## config.mk

```make
export PLATFORM = sky130hd
export DESIGN_NAME = cb_retire_unit
export DESIGN_NICKNAME = d
export VERILOG_FILES = /design/src/rtl/rv32i_types_pkg.sv /design/src/rtl/retire_flush_timer.sv /design/src/rtl/cb_retire_unit.sv
export SDC_FILE = /design/constraint.sdc
export NUM_CORES = 1
export LEC_CHECK = 0
export CAP_MARGIN = 10
export CORE_AREA = 2 2 147 149
export DETAILED_ROUTE_END_ITERATION = 12
export DIE_AREA = 0 0 149 151
export PLACE_DENSITY = 0.74
export RECOVER_POWER = 100
export SYNTH_ARGS = -nofsm -noshare
export SYNTH_HDL_FRONTEND = slang
export SYNTH_SLANG_ARGS = --single-unit
```

## constraint.sdc

```tcl
create_clock -name CLK -period 3.9 [get_ports CLK]
set_input_delay 0.78 -clock CLK [delete_from_list [all_inputs] [get_ports CLK]]
set_output_delay 0.78 -clock CLK [all_outputs]
set_load 0.1 [all_outputs]
```

## src/rtl/rv32i_types_pkg.sv

```systemverilog
// Shared types and constants for the retire stage behind the completion buffer.
//   commit_state_t : retire sequencer states (RUN, VWAIT, FLUSH)
//   retire_cause_t : trap cause code reported alongside epc
//   TRAP_VECTOR    : fetch address used when a committing instruction faults
//   retire_rec_t   : the head-of-CB fields the retire stage acts on
package rv32i_types_pkg;

    typedef enum logic [1:0] {
        RUN   = 2'd0,
        VWAIT = 2'd1,
        FLUSH = 2'd2
    } commit_state_t;

    typedef enum logic [1:0] {
        CAUSE_NONE     = 2'd0,
        CAUSE_ILLEGAL  = 2'd1,
        CAUSE_MAL_PRIV = 2'd2
    } retire_cause_t;

    localparam logic [31:0] TRAP_VECTOR = 32'h0000_0080;

    typedef struct packed {
        logic [4:0]  vd;
        logic [31:0] wdata;
        logic [31:0] pc;
    } retire_rec_t;

    // Misaligned/privilege faults get their own cause code; everything else
    // is reported as illegal/other.
    function automatic retire_cause_t fault_cause(input logic mal_priv);
        return mal_priv ? CAUSE_MAL_PRIV : CAUSE_ILLEGAL;
    endfunction

endpackage

```

## src/rtl/retire_flush_timer.sv

```systemverilog
// Down-counter that times the flush window of the retire stage.
//   CLK, nRST : clock and asynchronous active-low reset
//   load      : start a new window of FLUSH_CYCLES cycles
//   done      : high during the last cycle of the window
module retire_flush_timer #(
    parameter int FLUSH_CYCLES = 2
) (
    input  logic CLK,
    input  logic nRST,
    input  logic load,
    output logic done
);

    localparam int CW = $clog2(FLUSH_CYCLES + 1);

    logic [CW-1:0] count_q;

    // The count sits at FLUSH_CYCLES in the first window cycle and reaches 1
    // in the last, so done marks the cycle in which the window ends.
    always_ff @(posedge CLK or negedge nRST) begin
        if (!nRST) begin
            count_q <= '0;
        end else if (load) begin
            count_q <= CW'(FLUSH_CYCLES);
        end else if (count_q != '0) begin
            count_q <= count_q - CW'(1);
        end
    end

    assign done = (count_q == CW'(1));

endmodule

```

## src/rtl/cb_retire_unit.sv

```systemverilog
// Retire stage downstream of the completion buffer.
//   Inputs : head-commit stream from the CB (scalar/vector commit enables,
//            destination, data, pc, fault and mispredict flags, branch target)
//            and vector-pipe completion.
//   Outputs: register-file write port, retire_stall back to the CB,
//            flush_req/redirect to the front end, epc/cause capture and the
//            retired-instruction counter. All outputs are registered.
module cb_retire_unit
    import rv32i_types_pkg::*;
#(
    parameter int FLUSH_CYCLES = 2,
    parameter int INSTRET_W    = 64
) (
    input  logic                 CLK,
    input  logic                 nRST,
    input  logic                 scalar_commit_ena,
    input  logic [4:0]           vd_final,
    input  logic [31:0]          wdata_final,
    input  logic [31:0]          cb_pc,
    input  logic                 cb_exception,
    input  logic                 cb_mal_priv,
    input  logic                 cb_mispredict,
    input  logic [31:0]          cb_target_pc,
    input  logic                 rv32v_commit_ena,
    input  logic                 rv32v_commit_done,
    output logic                 rf_wen,
    output logic [4:0]           rf_waddr,
    output logic [31:0]          rf_wdata,
    output logic                 retire_stall,
    output logic                 flush_req,
    output logic                 redirect_valid,
    output logic [31:0]          redirect_pc,
    output logic [31:0]          epc,
    output logic [1:0]           cause,
    output logic [INSTRET_W-1:0] instret
);

    commit_state_t state_q, state_d;
    retire_rec_t   head;

    logic                 timer_load;
    logic                 flush_done;
    logic                 rf_wen_d;
    logic [4:0]           rf_waddr_d;
    logic [31:0]          rf_wdata_d;
    logic                 retire_stall_d;
    logic                 flush_req_d;
    logic                 redirect_valid_d;
    logic [31:0]          redirect_pc_d;
    logic [31:0]          epc_d;
    logic [1:0]           cause_d;
    logic [INSTRET_W-1:0] instret_d;

    assign head = '{vd: vd_final, wdata: wdata_final, pc: cb_pc};

    retire_flush_timer #(
        .FLUSH_CYCLES(FLUSH_CYCLES)
    ) u_flush_timer (
        .CLK  (CLK),
        .nRST (nRST),
        .load (timer_load),
        .done (flush_done)
    );

    // Next-state and next-output logic. Outputs hold their value unless a
    // retire event changes them; rf_wen and redirect_valid are single-cycle
    // pulses. A fault beats a mispredict, and a scalar commit beats a vector
    // commit if the CB ever presents both.
    always_comb begin
        state_d          = state_q;
        timer_load       = 1'b0;
        rf_wen_d         = 1'b0;
        rf_waddr_d       = rf_waddr;
        rf_wdata_d       = rf_wdata;
        redirect_valid_d = 1'b0;
        redirect_pc_d    = redirect_pc;
        epc_d            = epc;
        cause_d          = cause;
        instret_d        = instret;

        case (state_q)
            RUN: begin
                if (scalar_commit_ena) begin
                    if (cb_exception) begin
                        epc_d            = head.pc;
                        cause_d          = fault_cause(cb_mal_priv);
                        redirect_pc_d    = TRAP_VECTOR;
                        redirect_valid_d = 1'b1;
                        state_d          = FLUSH;
                        timer_load       = 1'b1;
                    end else begin
                        rf_wen_d   = (head.vd != 5'd0);
                        rf_waddr_d = head.vd;
                        rf_wdata_d = head.wdata;
                        instret_d  = instret + INSTRET_W'(1);
                        if (cb_mispredict) begin
                            redirect_pc_d    = cb_target_pc;
                            redirect_valid_d = 1'b1;
                            state_d          = FLUSH;
                            timer_load       = 1'b1;
                        end
                    end
                end else if (rv32v_commit_ena) begin
                    if (rv32v_commit_done) begin
                        instret_d = instret + INSTRET_W'(1);
                    end else begin
                        state_d = VWAIT;
                    end
                end
            end
            VWAIT: begin
                if (rv32v_commit_done) begin
                    instret_d = instret + INSTRET_W'(1);
                    state_d   = RUN;
                end
            end
            FLUSH: begin
                if (flush_done) begin
                    state_d = RUN;
                end
            end
            default: begin
                state_d = RUN;
            end
        endcase

        flush_req_d    = (state_d == FLUSH);
        retire_stall_d = (state_d != RUN);
    end

    // State and output registers.
    always_ff @(posedge CLK or negedge nRST) begin
        if (!nRST) begin
            state_q        <= RUN;
            rf_wen         <= 1'b0;
            rf_waddr       <= '0;
            rf_wdata       <= '0;
            retire_stall   <= 1'b0;
            flush_req      <= 1'b0;
            redirect_valid <= 1'b0;
            redirect_pc    <= '0;
            epc            <= '0;
            cause          <= '0;
            instret        <= '0;
        end else begin
            state_q        <= state_d;
            rf_wen         <= rf_wen_d;
            rf_waddr       <= rf_waddr_d;
            rf_wdata       <= rf_wdata_d;
            retire_stall   <= retire_stall_d;
            flush_req      <= flush_req_d;
            redirect_valid <= redirect_valid_d;
            redirect_pc    <= redirect_pc_d;
            epc            <= epc_d;
            cause          <= cause_d;
            instret        <= instret_d;
        end
    end

    // The CB must never offer a scalar and a vector commit together.
    a_no_dual_commit : assert property (@(posedge CLK) disable iff (!nRST)
        !(state_q == RUN && scalar_commit_ena && rv32v_commit_ena));

endmodule

```

# After elaboration in Yosys (flattened, before gate mapping)
# Cells that the tools add are included.
# word_totals
out_inout_bits	171
regBits	175
# op_classes
addsub	2
n_eq_ne	6
n_bitwise	1
n_reduce_logical	11
n_mux	25
# op_table
operator	n
$mux 64	4
$pmux 64 s2	1
$add 64x1->64 const B	1
$mux 32	2
$mux 2	10
$reduce_and 3->1	4
$reduce_bool 2->1	5
$mux 1	7
$ne 3x3->1 const B	2
$pmux 2 s3	1
$reduce_bool 5->1	1
$eq 2x1->1 const B	2
$eq 2x2->1 const B	2
$logic_not 2->1	1
$sub 2x1->2 const B	1
$not 1->1	1

# Logic depth before layout (Yosys ltp)
# logic_depth
ltp_word	5
depth_mapped	7

# Modules after synthesis
# Synthesis repeated with hierarchy kept, for this count alone.
# hier_totals
cells_unflattened	535
area_unflattened_um2	7101.8
# modules_own_cells
mod	area_each_um2	cells_per_inst	instances
cb_retire_unit	6986.7	524	1
retire_flush_timer	115.1	11	1

# Worst setup path after synthesis
# No wires, ideal clock.
# synth_timing
path_kind	reg2reg
start	register instret[4]
end	register instret[51]
path_stages_with_launch	7
slack_ns	1.243
synth_period_minus_slack_ns	2.657
t_arrival_ns	2.494
setup_ns	0.163
cell_sequence	dfrtp_1 > nand4_2 > or2_2 > a2111o_1 > buf_2 > nor3_2 > xor2_1
# synth_between
elab_chain_len	5
# synth_lines
element	line_no	rtl
start: declaration	cb_retire_unit.sv:35	output logic [INSTRET_W-1:0] instret
start signal: assignment	cb_retire_unit.sv:156	instret <= instret_d;
$add 64x1->64 (*)	cb_retire_unit.sv:95, cb_retire_unit.sv:105, cb_retire_unit.sv:113	
$mux 64	cb_retire_unit.sv:104, cb_retire_unit.sv:112	
$mux 64	cb_retire_unit.sv:103	end else if (rv32v_commit_ena) begin
$mux 64	cb_retire_unit.sv:83	if (scalar_commit_ena) begin
$pmux 64 s2 (*)	cb_retire_unit.sv:81	case (state_q)
# Every way passes the cells marked *; elsewhere a longest branch is shown, timed or not. The select of a mux whose other input is x is not followed.
# A chain may end at the register's enable or synchronous reset.

# Worst setup path after layout
# layout_timing
start	input cb_exception
end	register instret[57]
# layout_between
elab_chain_len	2
# layout_lines
element	line_no	rtl
start: declaration	cb_retire_unit.sv:20	input logic cb_exception,
$ne 3x3->1 (no source line)	-	
$reduce_and 3->1 (no source line)	-	
# No other way between the ends.

==> out/qor.csv <==
stage;metric;value;unit
outcome;outcome;complete, but fails checks;
outcome;violations;max-capacitance violations, max-slew violations;
grt;grtUsageMet1;23.29;%
timing;fin_skew;0.01537;ns
floorplanning;die-area;22500;um2
logic_synthesis;synth-simple-area-share;16.71;%
grt;grt_first_pass_wirelength;30500;um
floorplanning;initial_core_util;34.60;%
floorplanning;core_area;20820;um2
pwr;p_per_area;934.9;nW/um2
grt;gr-usage-met2;28.09;%
clock_network;cts_tree;built;
route;detail_route.vias_per_cell;4.820;
grt;grt_overflow;0;
clock_network;postCtsResizedCells;0;
logic_synthesis;syn-num-nets;711;
logic_synthesis;synth_edf_count;0;
clock_network;cts.clk_slew.worst_paths;0.07;ns
worst_hold_path;worst_hold_path_type;reg2reg;
timing;rsz0062_at_grt;no;
critical_path;critPathMaxStageDelay;0.62;ns
clock_network;clkSinkCount;175;
clock_network;cts_hold_buf;0;
logic_synthesis;synth_warnings;0;
logic_synthesis;synth_top_family_by_area;simple AND/OR/NAND/NOR gates;
grt;grt_max_degree;90;
critical_path;path_cells;dlygate4sd3_1, nor4b_1, nand2_2, a2111oi_4, clkbuf_1, nand3_1, xnor2_1;
critical_path;start_kind;input port;
finish;layout-drive-gt1-share;10.16;%
timing;max_freq;319.3;MHz
logic_synthesis;synth_fa_ha_area_share;0.5210;%
grt;antenna_found_initial;0;
clock_network;cts_root_buf;clkbuf_16;
finish;layout.nets;995;
logic_synthesis;synth_top_area_cell;dfrtp_1;
grt;grt_usage;17.28;%
grt;busiest_layer;met2;
critical_path;worstPathArrival;3.44;ns
logic_synthesis;yosys.area.top_type_share;60.78;%
timing;tns;0;ns
logic_synthesis;ys_seq_elements;175;
critical_path;slowest_stage;clkbuf_1;
floorplanning;num_io_pins;280;
logic_synthesis;ys_top_cells_by_count;175 x dfrtp_1, 120 x nand2_1, 48 x xnor2_1, 38 x mux2_2, 31 x a22o_1;
logic_synthesis;yosysMostFrequentCell;dfrtp_1;
logic_synthesis;synth_compound_area_share;6.356;%
place;place_congestion;0.7988;
critical_path;worstPathRequired;4.20;ns
timing;fin_crit;3.132;ns
route;wl_per_cell;16.48;um
route;first_pass_iters;4;
pwr;p_leak;5.055;nW
route;vias;5644;
timing;worstMarginPinSlew;2.240;ns
grt;grt_pass1_vias;5595;
critical_path;crit_buf_inv;2;
floorplanning;fp.dieH;151;um
critical_path;critPathKind;in2reg;
place;dp.cells;1139;
timing;hold_viol_final;0;
pwr;peakVddDrop;0.7302;mV
floorplanning;rows;53;
floorplanning;die_w;149;um
logic_synthesis;muxShareOfSynthArea;5.940;%
place;detailed_place_hpwl;14190;um
finish;antenna-diode-count;0;
clock_network;htree_levels;4;
logic_synthesis;synth_cell_types;45;
timing;fin_crit_sh;80.30;%
timing;hold-worst-slack;0.4645;ns
route;finalWirelength;19300;um
critical_path;end_kind;flip-flop;
critical_path;cp_max_fo;15;
logic_synthesis;netlist_area;7204;um2
flow_run;cap_violations;2;
critical_path;critical_path.top_delay_family;buffers and inverters;
logic_synthesis;ys.flop_type;dfrtp_1;
logic_synthesis;synth-xor-area-share;7.780;%
grt;use_met3;4.217;%
finish;utilization;52.00;%
logic_synthesis;synthArstFlopShare;100.0;%
logic_synthesis;syn_inst;599;
timing;relSlewSlack;-49.35;%
route;first_iter_violations;234;
logic_synthesis;avgSynthCellArea;12.03;um2
route;drtAntennaViolNets;0;
logic_synthesis;ys_seq_area_share;60.78;%
clock_network;clk_path_buf_depth;2;
clock_network;clk_latency;0.42;ns
place;portBuffers;279;
timing;drv_slew;126;
finish;syn2layout_area_growth;50.30;%
route;drc;0;
clock_network;cts_buffers;17;
timing;finalSetupViolCount;0;
finish;finalNonFillerCells;1171;
clock_network;post_cts_buffers;0;
logic_synthesis;synth_top_cells_by_area;dfrtp_1 61%, nand2_1 6.3%, mux2_2 5.9%, xnor2_1 5.8%, a22o_1 3.8%;
-- final cells by class --
cell class	instances	area, um2
fillers	1881	9995
flip-flops and latches	175	4379
repair buffers	291	2865
multi-input cells	391	2623
clock buffers	17	425.4
well taps	275	344.1
clock inverters	15	165.2
inverters	7	26.28
-- layer usage --
metal  vias to the layer above  wire length [um]  part of all wire [%]
li1                       2673                 -                     -
met1                      2785              8597                    45
met2                       171              9286                    48
met3                        15              1181                   6.1
met4                         0               238                   1.2
met5                         -                 0                     0
-- power by group --
part / leakage, nW / internal (mW) / switching, mW
Sequential: 2.26 / 2.36 / 0.305
Combinational: 2.51 / 1.15 / 4.63
Clock: 0.287 / 0.863 / 0.812
-- registers in the layout, summed over array words and instances, names as in the netlist --
register	count
instret	64
state_q	2
rf_wdata	32
cause	2
u_flush_timer.count_q	2
rf_waddr	5
rf_wen	1
epc	32
redirect_pc	32
redirect_valid	1
flush_req	1
retire_stall	1
-- worst paths after layout --
check,from,to,slack [ns],cells past startpoint
min,epc[0],epc[0],0.46,2
min reg2reg,epc[0],epc[0],0.46,2
max,cb_exception,instret[57],0.77,7
min in group asynchronous,nRST,instret[9],1.00,1
max in group asynchronous,nRST,rf_wdata[15],1.16,2
max reg2reg,state_q[0],instret[57],1.24,6
-- worst register-to-register path: stages, from the launching register on --
cell       delay, ns
dfrtp_1         0.45
nor4b_1         0.52
nand2_2         0.19
a2111oi_4       0.37
clkbuf_1        0.62
nand3_1         0.23
xnor2_1         0.18
-- logic make-up after synthesis --
kind of cell	Yosys count
compound gates	50
xor+xnor	64
fa+ha+maj	3
buf+inv	33
flops	175
mux	38
simple gates	236
-- stage by stage --
| stage | total power [mW] | setup WS (ns) | cell area, um2 |
|---|---|---|---|
| 5_1_grt | 10.52 | 0.5573 | 10830 |
| 3_3_place_gp | 8.703 | 1.045 | 10320 |
| 6_report | 10.12 | 0.7684 | 10830 |
| 4_1_cts | 10.46 | 0.9898 | 10920 |
| 3_5_place_dp | 8.758 | 0.9700 | 10320 |
| 2_1_floorplan | 7.249 | 1.243 | 7204 |
-- cells in the final DEF, fill, tap and decap left out, drive strengths merged, types with 16 or more instances in the layout --
cell	count
dfrtp	175
dlygate4sd3	174
nand2	121
clkdlybuf4s50	104
xnor2	48
mux2	38
a22o	31
nand4	30
clkbuf	22
nand3	21
xor2	16
No activity file was read; power rests on OpenSTA's default activity.
